**config.mk**
```make
export PLATFORM = sky130hd
export DESIGN_NAME = seg_scan_mux
export DESIGN_NICKNAME = d
export VERILOG_FILES = /design/src/rtl/seg_pkg.sv /design/src/rtl/seg_hex_decode.sv /design/src/rtl/seg_scan_mux.sv
export SDC_FILE = /design/constraint.sdc
export NUM_CORES = 1
export LEC_CHECK = 0
export ABC_CLOCK_PERIOD_IN_PS = 6980
export BUFFER_PORTS_ARGS = -buffer_cell sky130_fd_sc_hd__buf_2
export CORE_AREA = 3 3 100 102
export DETAILED_ROUTE_END_ITERATION = 8
export DIE_AREA = 0 0 103 105
export PLACE_DENSITY_LB_ADDON = 0.12
export SYNTH_ARGS = -nofsm -noshare
export SYNTH_HDL_FRONTEND = slang
export SYNTH_SLANG_ARGS = --single-unit
```
**constraint.sdc**
```tcl
create_clock -name clk -period 6.98 [get_ports clk]
set_input_delay 0.349 -clock clk [delete_from_list [all_inputs] [get_ports clk]]
set_output_delay 0.349 -clock clk [all_outputs]
set_load 0.005 [all_outputs]
```
**src/rtl/seg_pkg.sv**
```systemverilog
// -----------------------------------------------------------------------------
// seg_pkg
// Shared definitions for the multiplexed seven-segment driver:
//   - GLYPH_0 .. GLYPH_F : active-low segment patterns, bit order g..a
//   - SEG_OFF            : all segments dark
//   - scan_state_e       : scan FSM states (GUARD = dead time, DRIVE = digit lit)
// -----------------------------------------------------------------------------
package seg_pkg;

    localparam logic [6:0] SEG_OFF = 7'h7F;

    localparam logic [6:0] GLYPH_0 = 7'h40;
    localparam logic [6:0] GLYPH_1 = 7'h79;
    localparam logic [6:0] GLYPH_2 = 7'h24;
    localparam logic [6:0] GLYPH_3 = 7'h30;
    localparam logic [6:0] GLYPH_4 = 7'h19;
    localparam logic [6:0] GLYPH_5 = 7'h12;
    localparam logic [6:0] GLYPH_6 = 7'h02;
    localparam logic [6:0] GLYPH_7 = 7'h78;
    localparam logic [6:0] GLYPH_8 = 7'h00;
    localparam logic [6:0] GLYPH_9 = 7'h10;
    localparam logic [6:0] GLYPH_A = 7'h08;
    localparam logic [6:0] GLYPH_B = 7'h03;
    localparam logic [6:0] GLYPH_C = 7'h46;
    localparam logic [6:0] GLYPH_D = 7'h21;
    localparam logic [6:0] GLYPH_E = 7'h06;
    localparam logic [6:0] GLYPH_F = 7'h0E;

    typedef enum logic {
        GUARD = 1'b0,
        DRIVE = 1'b1
    } scan_state_e;

endpackage

```
**src/rtl/seg_hex_decode.sv**
```systemverilog
// -----------------------------------------------------------------------------
// seg_hex_decode
// Purely combinational hex nibble to seven-segment glyph lookup.
// Ports:
//   nibble_i [3:0] : hex digit 0..F
//   seg_o    [6:0] : active-low segments, bit order g..a
// -----------------------------------------------------------------------------
module seg_hex_decode
    import seg_pkg::*;
(
    input  logic [3:0] nibble_i,
    output logic [6:0] seg_o
);

    always_comb begin
        seg_o = SEG_OFF;
        case (nibble_i)
            4'h0: seg_o = GLYPH_0;
            4'h1: seg_o = GLYPH_1;
            4'h2: seg_o = GLYPH_2;
            4'h3: seg_o = GLYPH_3;
            4'h4: seg_o = GLYPH_4;
            4'h5: seg_o = GLYPH_5;
            4'h6: seg_o = GLYPH_6;
            4'h7: seg_o = GLYPH_7;
            4'h8: seg_o = GLYPH_8;
            4'h9: seg_o = GLYPH_9;
            4'hA: seg_o = GLYPH_A;
            4'hB: seg_o = GLYPH_B;
            4'hC: seg_o = GLYPH_C;
            4'hD: seg_o = GLYPH_D;
            4'hE: seg_o = GLYPH_E;
            4'hF: seg_o = GLYPH_F;
            default: seg_o = SEG_OFF;
        endcase
    end

endmodule

```
**src/rtl/seg_scan_mux.sv**
```systemverilog
// -----------------------------------------------------------------------------
// seg_scan_mux
// Time-multiplexed N-digit hex seven-segment driver for common-anode displays.
// Each digit owns a SCAN_DIV-cycle slot: GUARD_CYC dark cycles (anti-ghosting)
// followed by SCAN_DIV-GUARD_CYC cycles with the digit enabled. New values are
// captured into a pending set on in_load and only become visible at the frame
// wrap, so a frame never shows a mix of old and new data.
//
// Ports:
//   clk        : system clock
//   rst_n      : asynchronous active-low reset
//   in_value   : 4*NUM_DIGITS hex nibbles, nibble k -> digit k (digit 0 = LSB)
//   in_dp      : per-digit decimal point request
//   in_blank   : per-digit force-dark
//   in_load    : one-cycle strobe capturing in_value/in_dp/in_blank
//   out_seg    : segments g..a, active-low
//   out_dp     : decimal point, active-low
//   out_dig    : one-hot digit enable (low-true when DIG_ACTIVE_LOW = 1)
//   out_frame  : one-cycle pulse when the scan wraps from the last digit to 0
//
// Build option:
//   SEG_LZ_SUPPRESS_EN : when defined, leading zero digits (MSB downward) are
//                        blanked as the display set is loaded; digit 0 is never
//                        suppressed and a set decimal point ends suppression.
// -----------------------------------------------------------------------------
module seg_scan_mux
    import seg_pkg::*;
#(
    parameter int NUM_DIGITS     = 4,
    parameter int SCAN_DIV       = 50000,
    parameter int GUARD_CYC      = 16,
    parameter bit DIG_ACTIVE_LOW = 1'b1
) (
    input  logic                    clk,
    input  logic                    rst_n,
    input  logic [4*NUM_DIGITS-1:0] in_value,
    input  logic [NUM_DIGITS-1:0]   in_dp,
    input  logic [NUM_DIGITS-1:0]   in_blank,
    input  logic                    in_load,
    output logic [6:0]              out_seg,
    output logic                    out_dp,
    output logic [NUM_DIGITS-1:0]   out_dig,
    output logic                    out_frame
);

    localparam int IW = (NUM_DIGITS > 1) ? $clog2(NUM_DIGITS) : 1;
    localparam int CW = (SCAN_DIV > 1) ? $clog2(SCAN_DIV) : 1;

    localparam logic [CW-1:0] GUARD_LAST = CW'(GUARD_CYC - 1);
    localparam logic [CW-1:0] DRIVE_LAST = CW'(SCAN_DIV - GUARD_CYC - 1);
    localparam logic [IW-1:0] LAST_IDX   = IW'(NUM_DIGITS - 1);

    // Level on out_dig that leaves every digit disabled.
    localparam logic [NUM_DIGITS-1:0] DIG_OFF = {NUM_DIGITS{DIG_ACTIVE_LOW}};

    // ---------------------------------------------------------------- state
    scan_state_e state_q, state_d;
    logic [CW-1:0] cnt_q, cnt_d;
    logic [IW-1:0] idx_q, idx_d;
    logic          wrap;

    logic [4*NUM_DIGITS-1:0] pend_value_q, pend_value_d;
    logic [NUM_DIGITS-1:0]   pend_dp_q, pend_dp_d;
    logic [NUM_DIGITS-1:0]   pend_blank_q, pend_blank_d;
    logic                    pend_valid_q, pend_valid_d;

    logic [4*NUM_DIGITS-1:0] disp_value_q, disp_value_d;
    logic [NUM_DIGITS-1:0]   disp_dp_q, disp_dp_d;
    logic [NUM_DIGITS-1:0]   disp_blank_q, disp_blank_d;
    // Stays low until the first pending set has been applied, so the display
    // is dark (not "0000") out of reset.
    logic                    disp_valid_q, disp_valid_d;

    logic [6:0]            out_seg_q, out_seg_d;
    logic                  out_dp_q, out_dp_d;
    logic [NUM_DIGITS-1:0] out_dig_q, out_dig_d;
    logic                  out_frame_q, out_frame_d;

    // ------------------------------------------------------ per-digit helpers
    logic [3:0]            disp_nib [NUM_DIGITS];
    logic [NUM_DIGITS-1:0] dig_onehot;
    logic [NUM_DIGITS-1:0] lz_mask;
    logic [3:0]            cur_nibble;
    logic                  cur_blank;
    logic                  cur_dp;
    logic [6:0]            dec_seg;

`ifdef SEG_LZ_SUPPRESS_EN
    // pend_zero[k]: digit k of the pending set is a zero with no decimal point.
    logic [NUM_DIGITS-1:1] pend_zero;
`endif

    genvar gi;
    generate
        for (gi = 0; gi < NUM_DIGITS; gi++) begin : g_digit
            // Outputs are computed from next-state values so that the
            // registered segments line up with the registered digit enable.
            assign disp_nib[gi]   = disp_value_d[4*gi +: 4];
            assign dig_onehot[gi] = (idx_d == IW'(gi));
`ifdef SEG_LZ_SUPPRESS_EN
            if (gi == 0) begin : g_lsd
                assign lz_mask[gi] = 1'b0;
            end else begin : g_upper
                assign pend_zero[gi] = (pend_value_q[4*gi +: 4] == 4'h0) && !pend_dp_q[gi];
                // Suppressed only if this digit and every digit above it is a
                // plain zero.
                assign lz_mask[gi]   = &pend_zero[NUM_DIGITS-1:gi];
            end
`else
            assign lz_mask[gi] = 1'b0;
`endif
        end
    endgenerate

    assign cur_nibble = disp_nib[idx_d];
    assign cur_blank  = disp_blank_d[idx_d];
    assign cur_dp     = disp_dp_d[idx_d];

    seg_hex_decode u_hex_decode (
        .nibble_i (cur_nibble),
        .seg_o    (dec_seg)
    );

    // ---------------------------------------------------- scan FSM next state
    always_comb begin
        state_d = state_q;
        cnt_d   = cnt_q + 1'b1;
        idx_d   = idx_q;
        wrap    = 1'b0;
        case (state_q)
            GUARD: begin
                if (cnt_q == GUARD_LAST) begin
                    state_d = DRIVE;
                    cnt_d   = '0;
                end
            end
            DRIVE: begin
                if (cnt_q == DRIVE_LAST) begin
                    state_d = GUARD;
                    cnt_d   = '0;
                    if (idx_q == LAST_IDX) begin
                        idx_d = '0;
                        wrap  = 1'b1;
                    end else begin
                        idx_d = idx_q + 1'b1;
                    end
                end
            end
            default: begin
                state_d = GUARD;
                cnt_d   = '0;
            end
        endcase
    end

    // ------------------------------------------------------------- load path
    always_comb begin
        pend_value_d = pend_value_q;
        pend_dp_d    = pend_dp_q;
        pend_blank_d = pend_blank_q;
        pend_valid_d = pend_valid_q;
        disp_value_d = disp_value_q;
        disp_dp_d    = disp_dp_q;
        disp_blank_d = disp_blank_q;
        disp_valid_d = disp_valid_q;

        // The wrap always consumes the pending set held before this edge; a
        // load in the same cycle lands in pending for the following frame.
        if (wrap && pend_valid_q) begin
            disp_value_d = pend_value_q;
            disp_dp_d    = pend_dp_q;
            disp_blank_d = pend_blank_q | lz_mask;
            disp_valid_d = 1'b1;
        end

        if (in_load) begin
            pend_value_d = in_value;
            pend_dp_d    = in_dp;
            pend_blank_d = in_blank;
            pend_valid_d = 1'b1;
        end else if (wrap) begin
            pend_valid_d = 1'b0;
        end
    end

    // ---------------------------------------------------------- output stage
    always_comb begin
        out_seg_d   = SEG_OFF;
        out_dp_d    = 1'b1;
        out_dig_d   = DIG_OFF;
        out_frame_d = wrap;
        if (state_d == DRIVE) begin
            // Blanked digits still receive their enable so slot timing is
            // identical for every digit.
            out_dig_d = dig_onehot ^ DIG_OFF;
            if (disp_valid_d && !cur_blank) begin
                out_seg_d = dec_seg;
                out_dp_d  = ~cur_dp;
            end
        end
    end

    // ------------------------------------------------------------- registers
    always_ff @(posedge clk or negedge rst_n) begin
        if (!rst_n) begin
            state_q      <= GUARD;
            cnt_q        <= '0;
            idx_q        <= '0;
            pend_value_q <= '0;
            pend_dp_q    <= '0;
            pend_blank_q <= '0;
            pend_valid_q <= 1'b0;
            disp_value_q <= '0;
            disp_dp_q    <= '0;
            disp_blank_q <= '0;
            disp_valid_q <= 1'b0;
            out_seg_q    <= SEG_OFF;
            out_dp_q     <= 1'b1;
            out_dig_q    <= DIG_OFF;
            out_frame_q  <= 1'b0;
        end else begin
            state_q      <= state_d;
            cnt_q        <= cnt_d;
            idx_q        <= idx_d;
            pend_value_q <= pend_value_d;
            pend_dp_q    <= pend_dp_d;
            pend_blank_q <= pend_blank_d;
            pend_valid_q <= pend_valid_d;
            disp_value_q <= disp_value_d;
            disp_dp_q    <= disp_dp_d;
            disp_blank_q <= disp_blank_d;
            disp_valid_q <= disp_valid_d;
            out_seg_q    <= out_seg_d;
            out_dp_q     <= out_dp_d;
            out_dig_q    <= out_dig_d;
            out_frame_q  <= out_frame_d;
        end
    end

    assign out_seg   = out_seg_q;
    assign out_dp    = out_dp_q;
    assign out_dig   = out_dig_q;
    assign out_frame = out_frame_q;

endmodule
```
==> flow_summary.json <==
{
  "leakagePower_nw": 2.038,
  "synthesis.area_um2": 3623,
  "min_period_ns": 4.289,
  "cp_max_fo": 14,
  "final_cell_mix": "dfrtp_1, mux2_2, buf_2, nand2_1, nor2_1",
  "max_cap_viol_count": 0,
  "dieArea_um2": 10820,
  "boundaryPins": 40,
  "setup_tns_ns": 0,
  "cp-start-kind": "register",
  "numCtsBuffers": 9,
  "worst-path-buf-inv": 0,
  "ys.warnings.count": 0,
  "worstSetupPathType": "register to register",
  "drive_above_1_share_pct": 37.01,
  "final_common_cell": "dfrtp_1",
  "fp.dieW_um": 103,
  "comb_power_share_pct": 3.9,
  "p_int_uw": 671.2,
  "r2r_cells": 8,
  "ys_ff_latch": 82,
  "grt_first_pass_wirelength_um": 11050,
  "track_usage_pct": 13.14,
  "seqPwrFrac_pct": 57.4,
  "crit_chain": "or4_4, nor4_4, nand3_1, mux2i_1, mux2_2, mux2i_1, nor2_1, a221o_1",
  "crit_path_top_delay_cell": "mux2i_1",
  "tightest_slew_ns": 1.126,
  "r2r-start": "cnt_q[7]",
  "p_clk_share_pct": 38.7,
  "routabilityCongestion": 0.8072,
  "num-fill-cells": 890,
  "clock-sinks": 82,
  "cts-root-buf": "clkbuf_8",
  "core_area_um2": 9196,
  "drv_slew": 0,
  "grt_pass1_vias": 2236,
  "critPathMaxStageDelay_ns": 0.91,
  "regArea_um2": 2067,
  "nNetsFinal": 365,
  "fin_crit_sh_pct": 61.45,
  "wl_per_cell_um": 14.64,
  "synth_fa_ha_area_share_pct": 2.762,
  "synthCells": 287,
  "final_util_pct": 44.75,
  "fp-row-count": 35,
  "cts_resized": 0,
  "hpwl_um": 4507,
  "avgSynthCellArea_um2": 12.63,
  "vias": 2276,
  "drtIter0Drc": 74,
  "synthSimpleGateAreaFrac_pct": 11.67,
  "gr-total-overflow": 0,
  "avgViaCountPerCell": 5.103,
  "ys_top_cells_by_area": "dfrtp_1, mux2_2, dfstp_2, nand2_1, ha_1",
  "post-route-drc-count": 0,
  "wirelength_um": 6531,
  "final-hold-violation-count": 0,
  "p_sw_uw": 193.1,
  "r2r-end": "out_seg[6]",
  "n_antenna_cell": 0,
  "drtAntennaViolNets": 0,
  "worst-r2r-setup-slack_ns": 2.69,
  "area_growth_syn_to_layout_pct": 13.57,
  "initial_core_util_pct": 39.40,
  "synth_compound_area_share_pct": 5.076,
  "cts_tree": "yes",
  "status": "complete, no violations",
  "synth.net_count": 322,
  "io_buffers": 39,
  "arrival_ns": 4.56,
  "fmax_mhz": 233.1,
  "synth_xor_xnor_area_share_pct": 3.142,
  "synthMuxAreaShare_pct": 18.58,
  "multi_input_area_um2": 1494,
  "crit_family": "multiplexers",
  "timing.hold.ws_ns": 0.1603,
  "dieHeight_um": 105,
  "rsz0062_at_grt": "false",
  "clock_latency_ns": 0.34,
  "swShare_pct": 22.34,
  "hold_buffers": 0,
  "yosysUniqueCellTypes": 44,
  "cellPowerDensity_nw_per_um2": 210.0,
  "synth_top_area_share_pct": 48.34,
  "clk_pin_slew_worst_paths_ns": 0.08,
  "relSlewSlack_pct": 22.79,
  "ys_seq_area_share_pct": 57.04,
  "crit_path_frequent_cell": "mux2i_1",
  "critPathRequiredTime_ns": 7.25,
  "crit_path_end_kind": "register",
  "min_path_type": "primary input to asynchronous set/reset pin",
  "synth_top_family_by_area": "multiplexers",
  "dr.pass1.iters": 4,
  "synth_top_area_cell": "dfrtp_1",
  "fin_skew_ns": 0.01121,
  "grt_max_degree": 83,
  "cts_max_path_buffers": 2,
  "cts_setup_buffers": 0,
  "htreeDepth": 3,
  "setup-violations-final": 0,
  "vdd_drop_max_mv": 0.1145,
  "antenna_found_initial": 0
}
==> state kept, by name, indices dropped and copies added, names as in the netlist, 4 cells and up <==
name / flops
pend_blank_q: 4
out_seg: 7
disp_blank_q: 4
cnt_q: 16
disp_value_q: 16
disp_dp_q: 4
out_dig: 4
pend_dp_q: 4
pend_value_q: 16
==> worst max path at each step <==
stage,start,end,slack [ns],cells past startpoint
finish,cnt_q[7],out_seg[6],2.69,8
global route,cnt_q[7],out_seg[0],2.29,11
CTS,cnt_q[7],out_seg[6],2.69,8
detailed placement,cnt_q[6],out_seg[6],2.70,8
global placement,cnt_q[6],out_seg[6],2.91,8
floorplan,cnt_q[6],out_seg[0],3.44,10
==> worst register-to-register path: stages (launching register included) <==
cell and delay [ns]:
dfrtp_1 0.44, or4_4 0.55, nor4_4 0.29, nand3_1 0.26, mux2i_1 0.91, mux2_2 0.42, mux2i_1 0.79, nor2_1 0.16
a221o_1 0.39
==> routing by layer <==
metal	share of wire (%)	vias up	track usage, %
met3	3.9	6	3.939
met4	1.2	0	3.608
met2	46	42	19.29
met1	49	1135	18.81
li1	-	1093	-
met5	0	-	0
==> cells by family after synthesis <==
family / after synthesis
compound gates: 27
xor+xnor: 13
fa+ha+maj: 8
buf+inv: 14
flops: 82
mux: 60
simple gates: 83
==> metrics by stage <==
| stage | setup WS, ns | power (mW) | cells | instance area (µm²) |
|---|---|---|---|---|
| finish | 2.691 | 0.8643 | 446 | 4115 |
| global placement | 2.914 | 0.5404 | 430 | 3924 |
| detailed placement | 2.696 | 0.5413 | 430 | 3924 |
| floorplan | 3.438 | 0.5196 | 287 | 3623 |
| CTS | 2.686 | 0.8792 | 446 | 4115 |
| global route | 2.287 | 0.9103 | 446 | 4115 |
==> synthesized netlist by cell type (all sizes together) <==
cell type  number
o211ai          1
mux2i           8
a221o           3
or4bb           1
clkbuf          3
nor2b           2
a21oi           4
a31oi           1
o21ai           8
or3             2
a311o           1
a22oi           1
o31ai           1
xor2            9
or4             2
nand2          29
ha              8
o32ai           1
mux2           52
a211o           1
and3            5
o21bai          1
dfstp          12
nor3            3
a21o            4
and2            3
xnor2           4
buf             4
nand4           3
dfrtp          70
nand3           9
nor2           20
nand2b          1
nor4            3
inv             7
==> layout make-up <==
type,count,share of cell area [%]
Multi-Input combinational cell,191,36.30
Clock buffer,9,3.010
Inverter,7,0.6385
Timing Repair Buffer,39,4.804
Clock inverter,7,1.642
Sequential cell,82,50.23
Tap cell,111,3.375
==> power groups by stage <==
stage / Clock, mW / Combinational [mW] / Sequential, mW
floorplan: 0 / 0.0170 / 0.503
finish: 0.335 / 0.0336 / 0.496
CTS: 0.347 / 0.0355 / 0.497
global placement: 0 / 0.0345 / 0.506
global route: 0.373 / 0.0388 / 0.499
detailed placement: 0 / 0.0354 / 0.506
Power figures use the tool's default switching activity.
